--- src/rtl/baud_pkg.sv ---
// Shared widths and 50 MHz divisor presets for the fractional UART baud generator.
// Presets assume x24 oversampling: rx period = div + 1 + frac/16 clks.
package baud_pkg;

  localparam int BAUD_DIV_W   = 16;
  localparam int BAUD_FRAC_W  = 4;
  localparam int BAUD_OSR_W   = 5;

  localparam int BAUD_DEF_DIV  = 26;
  localparam int BAUD_DEF_FRAC = 0;
  localparam int BAUD_DEF_OSR  = 23;

  typedef struct packed {
    logic [BAUD_DIV_W-1:0]  div;
    logic [BAUD_FRAC_W-1:0] frac;
    logic [BAUD_OSR_W-1:0]  osr;
  } baud_cfg_t;

  // 50e6 / (baud * 24) expressed as div + 1 + frac/16
  localparam baud_cfg_t CFG_9600   = '{div: 16'd216, frac: 4'd0, osr: 5'd23};
  localparam baud_cfg_t CFG_76800  = '{div: 16'd26,  frac: 4'd2, osr: 5'd23};
  localparam baud_cfg_t CFG_115200 = '{div: 16'd17,  frac: 4'd1, osr: 5'd23};
  localparam baud_cfg_t CFG_230400 = '{div: 16'd8,   frac: 4'd1, osr: 5'd23};

endpackage

--- src/rtl/baud_frac_div.sv ---
// Fractional-N divider producing the oversample strobe; the fraction accumulator
// stretches one period by a clk whenever it overflows.
module baud_frac_div
  import baud_pkg::*;
#(
  parameter int DIV_W  = BAUD_DIV_W,
  parameter int FRAC_W = BAUD_FRAC_W
) (
  input  logic              i_clk,
  input  logic              i_rst,
  input  logic              i_en,
  input  logic              i_phase_rst,
  input  logic [DIV_W-1:0]  i_div,
  input  logic [FRAC_W-1:0] i_frac,
  output logic              o_rx_clk_en
);

  logic [DIV_W-1:0]  r_cnt;
  logic [FRAC_W-1:0] r_acc;
  logic              r_carry;
  logic [DIV_W-1:0]  w_lim;
  logic [FRAC_W:0]   w_sum;
  logic              w_tick;

  assign w_lim       = i_div + {{(DIV_W-1){1'b0}}, r_carry};
  assign w_sum       = {1'b0, r_acc} + {1'b0, i_frac};
  assign w_tick      = ~i_rst & i_en & ~i_phase_rst & (r_cnt == w_lim);
  assign o_rx_clk_en = w_tick;

  always_ff @(posedge i_clk) begin
    if (i_rst || i_phase_rst || !i_en) begin
      r_cnt   <= '0;
      r_acc   <= '0;
      r_carry <= 1'b0;
    end else if (w_tick) begin
      r_cnt   <= '0;
      r_acc   <= w_sum[FRAC_W-1:0];
      r_carry <= w_sum[FRAC_W];
    end else begin
      r_cnt   <= r_cnt + DIV_W'(1);
    end
  end

endmodule

--- src/rtl/baud_gen_frac.sv ---
// UART baud generator: oversample and bit strobes with shadowed configuration that
// only takes effect on a bit boundary (or immediately while disabled).
module baud_gen_frac
  import baud_pkg::*;
#(
  parameter int DIV_W    = BAUD_DIV_W,
  parameter int FRAC_W   = BAUD_FRAC_W,
  parameter int OSR_W    = BAUD_OSR_W,
  parameter int DEF_DIV  = BAUD_DEF_DIV,
  parameter int DEF_FRAC = BAUD_DEF_FRAC,
  parameter int DEF_OSR  = BAUD_DEF_OSR
) (
  input  logic              i_clk,
  input  logic              i_rst,
  input  logic              i_en,
  input  logic [DIV_W-1:0]  i_cfg_div,
  input  logic [FRAC_W-1:0] i_cfg_frac,
  input  logic [OSR_W-1:0]  i_cfg_osr,
  input  logic              i_cfg_load,
  output logic              o_cfg_ack,
  input  logic              i_phase_rst,
  output logic              o_rx_clk_en,
  output logic              o_tx_clk_en
);

  logic [DIV_W-1:0]  r_div_q;
  logic [FRAC_W-1:0] r_frac_q;
  logic [OSR_W-1:0]  r_osr_q;
  logic [DIV_W-1:0]  r_shd_div;
  logic [FRAC_W-1:0] r_shd_frac;
  logic [OSR_W-1:0]  r_shd_osr;
  logic              r_pend;
  logic [OSR_W-1:0]  r_tx_cnt;
  logic              w_rx;
  logic              w_tx;
  logic              w_apply;

  baud_frac_div #(
    .DIV_W  (DIV_W),
    .FRAC_W (FRAC_W)
  ) u_div (
    .i_clk       (i_clk),
    .i_rst       (i_rst),
    .i_en        (i_en),
    .i_phase_rst (i_phase_rst),
    .i_div       (r_div_q),
    .i_frac      (r_frac_q),
    .o_rx_clk_en (w_rx)
  );

  assign w_tx    = w_rx & (r_tx_cnt == r_osr_q);
  // Switching only on a bit boundary or while idle keeps every strobe glitch-free.
  assign w_apply = ~i_rst & r_pend & (w_tx | ~i_en);

  assign o_rx_clk_en = w_rx;
  assign o_tx_clk_en = w_tx;
  assign o_cfg_ack   = w_apply;

  always_ff @(posedge i_clk) begin
    if (i_rst || i_phase_rst || !i_en) begin
      r_tx_cnt <= '0;
    end else if (w_rx) begin
      r_tx_cnt <= (r_tx_cnt == r_osr_q) ? '0 : r_tx_cnt + OSR_W'(1);
    end else begin
      r_tx_cnt <= r_tx_cnt;
    end
  end

  always_ff @(posedge i_clk) begin
    if (i_rst) begin
      r_div_q    <= DIV_W'(DEF_DIV);
      r_frac_q   <= FRAC_W'(DEF_FRAC);
      r_osr_q    <= OSR_W'(DEF_OSR);
      r_shd_div  <= DIV_W'(DEF_DIV);
      r_shd_frac <= FRAC_W'(DEF_FRAC);
      r_shd_osr  <= OSR_W'(DEF_OSR);
      r_pend     <= 1'b0;
    end else begin
      if (i_cfg_load) begin
        r_shd_div  <= i_cfg_div;
        r_shd_frac <= i_cfg_frac;
        r_shd_osr  <= i_cfg_osr;
      end
      if (w_apply) begin
        // A load landing on the apply cycle wins over the older shadow contents.
        r_div_q  <= i_cfg_load ? i_cfg_div  : r_shd_div;
        r_frac_q <= i_cfg_load ? i_cfg_frac : r_shd_frac;
        r_osr_q  <= i_cfg_load ? i_cfg_osr  : r_shd_osr;
        r_pend   <= 1'b0;
      end else if (i_cfg_load) begin
        r_pend   <= 1'b1;
      end
    end
  end

endmodule

--- config.mk ---
export PLATFORM = sky130hd
export DESIGN_NAME = baud_gen_frac
export DESIGN_NICKNAME = d
export VERILOG_FILES = /design/src/rtl/baud_pkg.sv /design/src/rtl/baud_frac_div.sv /design/src/rtl/baud_gen_frac.sv
export SDC_FILE = /design/constraint.sdc
export NUM_CORES = 1
export LEC_CHECK = 0
export CAP_MARGIN = 20
export CORE_MARGIN = 10
export CORE_UTILIZATION = 25
export CTS_CLUSTER_DIAMETER = 30
export DETAILED_ROUTE_END_ITERATION = 8
export PLACE_DENSITY = 0.5
export REMOVE_ABC_BUFFERS = 1
export SYNTH_ARGS = -nofsm -noshare
export SYNTH_HDL_FRONTEND = slang
export SYNTH_SLANG_ARGS = --single-unit
--- constraint.sdc ---
create_clock -name i_clk -period 3 [get_ports i_clk]
set_input_delay 0.6 -clock i_clk [delete_from_list [all_inputs] [get_ports i_clk]]
set_output_delay 0.6 -clock i_clk [all_outputs]
set_load 0.02 [all_outputs]
==> key figures <==
Synth
  • Syn. warnings: 0
  • Post-Syn Area: 3830 sq um
  • Syn Inst Count: 389
  • Syn avg cell area: 9.84 sq um
  • Yosys top cell area share: 40.3%
  • Synth cell types: 49
  • Dominant cell type by area after synthesis: dfxtp_1
  • Post-synth EDFFs: 0
  • Ys flop type: dfxtp_1
  • Post-synth ARST share: 0%
  • Register area share after synthesis: 40.3%
  • Flops & latches, synth: 77
  • Area contributors post-synth: dfxtp_1, mux2_4, mux2i_1

Global routing
  • Largest net degree at the start of global routing: 54
  • Total track usage: 8.72%
  • First-pass GRT wire length: 14500 microns
  • Number of global-route vias before repair: 2970
  • GRT overflow: 0
  • Antenna violations before repair: 0

Clock network
  • CTS tree: yes
  • Clock Latency Late Sink: 0.33 ns
  • Hold_buf cts: 0
  • CTS H-tree depth: 3
  • Num CTS Buffers: 9
  • Clk buf depth: 2
  • Root Buffer: clkbuf_16
  • Num Clock Sinks: 77
  • CTS clk-pin slew, worst paths: 0.06 ns

Critical path
  • R2R depth: 9
  • CP startpoint kind: flop
  • CP arrival: 2.52 ns
  • Reg2Reg Launch Point: r_div_q[0]$_SDFFE_PP0P_
  • Crit-path max FO: 3
  • Critical Path End Type: output port
  • Internal reg-to-reg setup slack: 0.03 ns
  • CP required: 2.40 ns
  • Crit path kind: reg2out
  • End of the worst register-to-register path: r_frac_q[3]$_SDFFE_PP0P_

Finish
  • Final net count: 491
  • Final core occ: 33.0%
  • Reg area: 1550 sq um
  • Footprint of the multi-input gates: 2260 sq um
  • P&R area growth vs syn: 30.1%
  • Diodes inserted: 0
  • Fillers: 1542
  • Layout cells sized above 1: 25.6%

Floorplanning
  • Core area: 15100 sq um
  • Die Area: 20700 sq um
  • Top-Level Pins: 33
  • Num rows: 45
  • Chip width: 144 microns
  • Initial Util: 25.4%
  • Die H: 144 microns

Route
  • Via count: 2892
  • DRC Markers: 0
  • Drt first pass iters: 6
  • 1st-iter DRT viols: 87
  • Vias per cell: 4.48
  • Final ANT Viol Nets: 0
  • Detailed-route wire length: 8630 microns
  • Routed len/inst: 13.4 microns

STA
  • Least-Margin Pin Slew: 0.842 ns
  • Final period utilization: 104%
  • Minimum clock period: 3.12 ns
  • Final worst setup slack: -0.120 ns
  • Slew HR: 43.9%
  • Endpoints failing setup: 3
  • Slew Viols, Final: 0
  • RSZ-0062 raised after global routing: yes
  • Final Hold Fails: 0
  • Clk_skew: 0.00690 ns
  • Fmax: 321 MHz

Hold path
  • Worst hold path type: reg2reg
  • HP Start: u_div.r_cnt[0]$_SDFF_PP0_
  • WHS Path Cells: 1
  • Hold EP: u_div.r_cnt[0]$_SDFF_PP0_

Placement
  • DP HPWL: 6210 microns
  • Final GP Congestion: 0.798
  • Place WS: -0.757 ns
  • Port Buffers: 32

Power
  • Lkg Pwr: 1.99 nW
  • Pwr Density: 484 nW/um^2
  • Maximum vdd drop: 0.339 mV

Run status
  • Failing checks: setup timing
  • Status: finished with violations

Run
  • Maxcap violations: 0
state kept, by name, indices dropped and copies added (netlist names):
signal / cells
r_div_q: 16
r_frac_q: 4
r_osr_q: 5
r_pend: 1
r_shd_div: 16
r_shd_frac: 4
r_shd_osr: 5
r_tx_cnt: 5
u_div.r_acc: 4
u_div.r_carry: 1
u_div.r_cnt: 16
cell type report:
class	instances	area share, %
tap	188	4.72
multi-input combinational	286	45.4
inverter	10	0.754
timing repair buffer	68	11.8
clock inverter	3	0.854
sequential	77	31.0
clock buffer	13	5.43
report_power, final:
group / internal [W] / switching, W
Combinational: 0.000116 / 0.0000945
Sequential: 0.00106 / 0.0000163
Clock: 0.000711 / 0.000413
Total: 0.00189 / 0.000524
worst max-delay path, cell delays in order, from the launching register on:
cell and delay (ns):
dfxtp_2 0.35, ha_4 0.14, nand4_1 0.15, or4_4 0.46, and4_4 0.19, a311o_1 0.30
and4_4 0.19, a32oi_4 0.19, nor2_2 0.06, buf_6 0.15
cell families (layout without fill, tap and decap cells):
| logic type | count (synthesis) | in the layout | synth area share [%] |
|---|---|---|---|
| AND/OR/NAND/NOR | 152 | 152 | 21.7 |
| adder cells (fa/ha/maj) | 9 | 9 | 3.14 |
| AO/OA/AOI/OAI | 38 | 38 | 7.35 |
| XOR/XNOR | 39 | 39 | 8.92 |
| multiplexers | 48 | 48 | 15.1 |
| buffers and inverters | 26 | 94 | 3.53 |
| flip-flops | 77 | 77 | 40.3 |
routing by layer:
| layer | share of wire [%] | track usage [%] | up-vias |
|---|---|---|---|
| met5 | 0 | 0 | - |
| met4 | 1.1 | 3.06 | 0 |
| met3 | 2.6 | 2.24 | 7 |
| met2 | 47 | 14.4 | 29 |
| met1 | 49 | 10.7 | 1383 |
| li1 | - | - | 1473 |
layout by cell type (no fill, tap or decap), types with 11 or more instances in the layout:
cell / instances
dfxtp_1: 74
nor2_1: 46
buf_4: 37
clkdlybuf4s50_1: 27
nor2b_1: 25
xnor2_1: 24
mux2i_1: 23
mux2_4: 18
xor2_1: 15
nand2_1: 14
nand3_1: 11
what timing repair did:
item / in CTS / in global routing
resized for setup: 32 / 10
setup endpoints to repair: 28 / 28
pin swaps: 6 / 2
buffers inserted: 2 / 0
synthesized netlist by cell type (all sizes together), types with 3 or more instances:
cell and count:
buf 5, inv 10, or3 3, clkbuf 11
a211o 7, o211ai 5, mux2i 23, or2 8
nand3b 3, nor2 47, ha 8, mux2 25
nand4 6, nor2b 25, nor3 8, xnor2 24
a21oi 6, nand2 15, nand3 13, and3 9
dfxtp 77, nor4 3, and4 5, o21ai 8
xor2 15
worst max path at each step:
stage                               startpoint         to  slack, ns
detailed placement                        i_en  o_cfg_ack      -0.76
CTS                    r_div_q[0]$_SDFFE_PP0P_  o_cfg_ack      -0.26
global placement                          i_en  o_cfg_ack      -0.71
finish                 r_div_q[0]$_SDFFE_PP0P_  o_cfg_ack      -0.12
floorplan              r_div_q[4]$_SDFFE_PP1P_  o_cfg_ack      -0.45
global route        u_div.r_carry$_SDFFE_PP0P_  o_cfg_ack      -0.22
through the flow:
| stage | total power [W] | setup TNS [ns] | area, sq um | std cells | hold WS (ns) |
|---|---|---|---|---|---|
| 2_1_floorplan | 0.00120 | -1.95 | 3730 | 373 | 0.436 |
| 3_3_place_gp | 0.00130 | -5.71 | 4540 | 627 | 0.450 |
| 3_5_place_dp | 0.00130 | -7.51 | 4540 | 627 | 0.462 |
| 4_1_cts | 0.00245 | -0.649 | 4940 | 645 | 0.475 |
| 5_1_grt | 0.00251 | -1.17 | 4980 | 645 | 0.516 |
| 6_report | 0.00241 | -0.215 | 4980 | 645 | 0.469 |
Note: power is estimated with default switching activity, not from simulation.
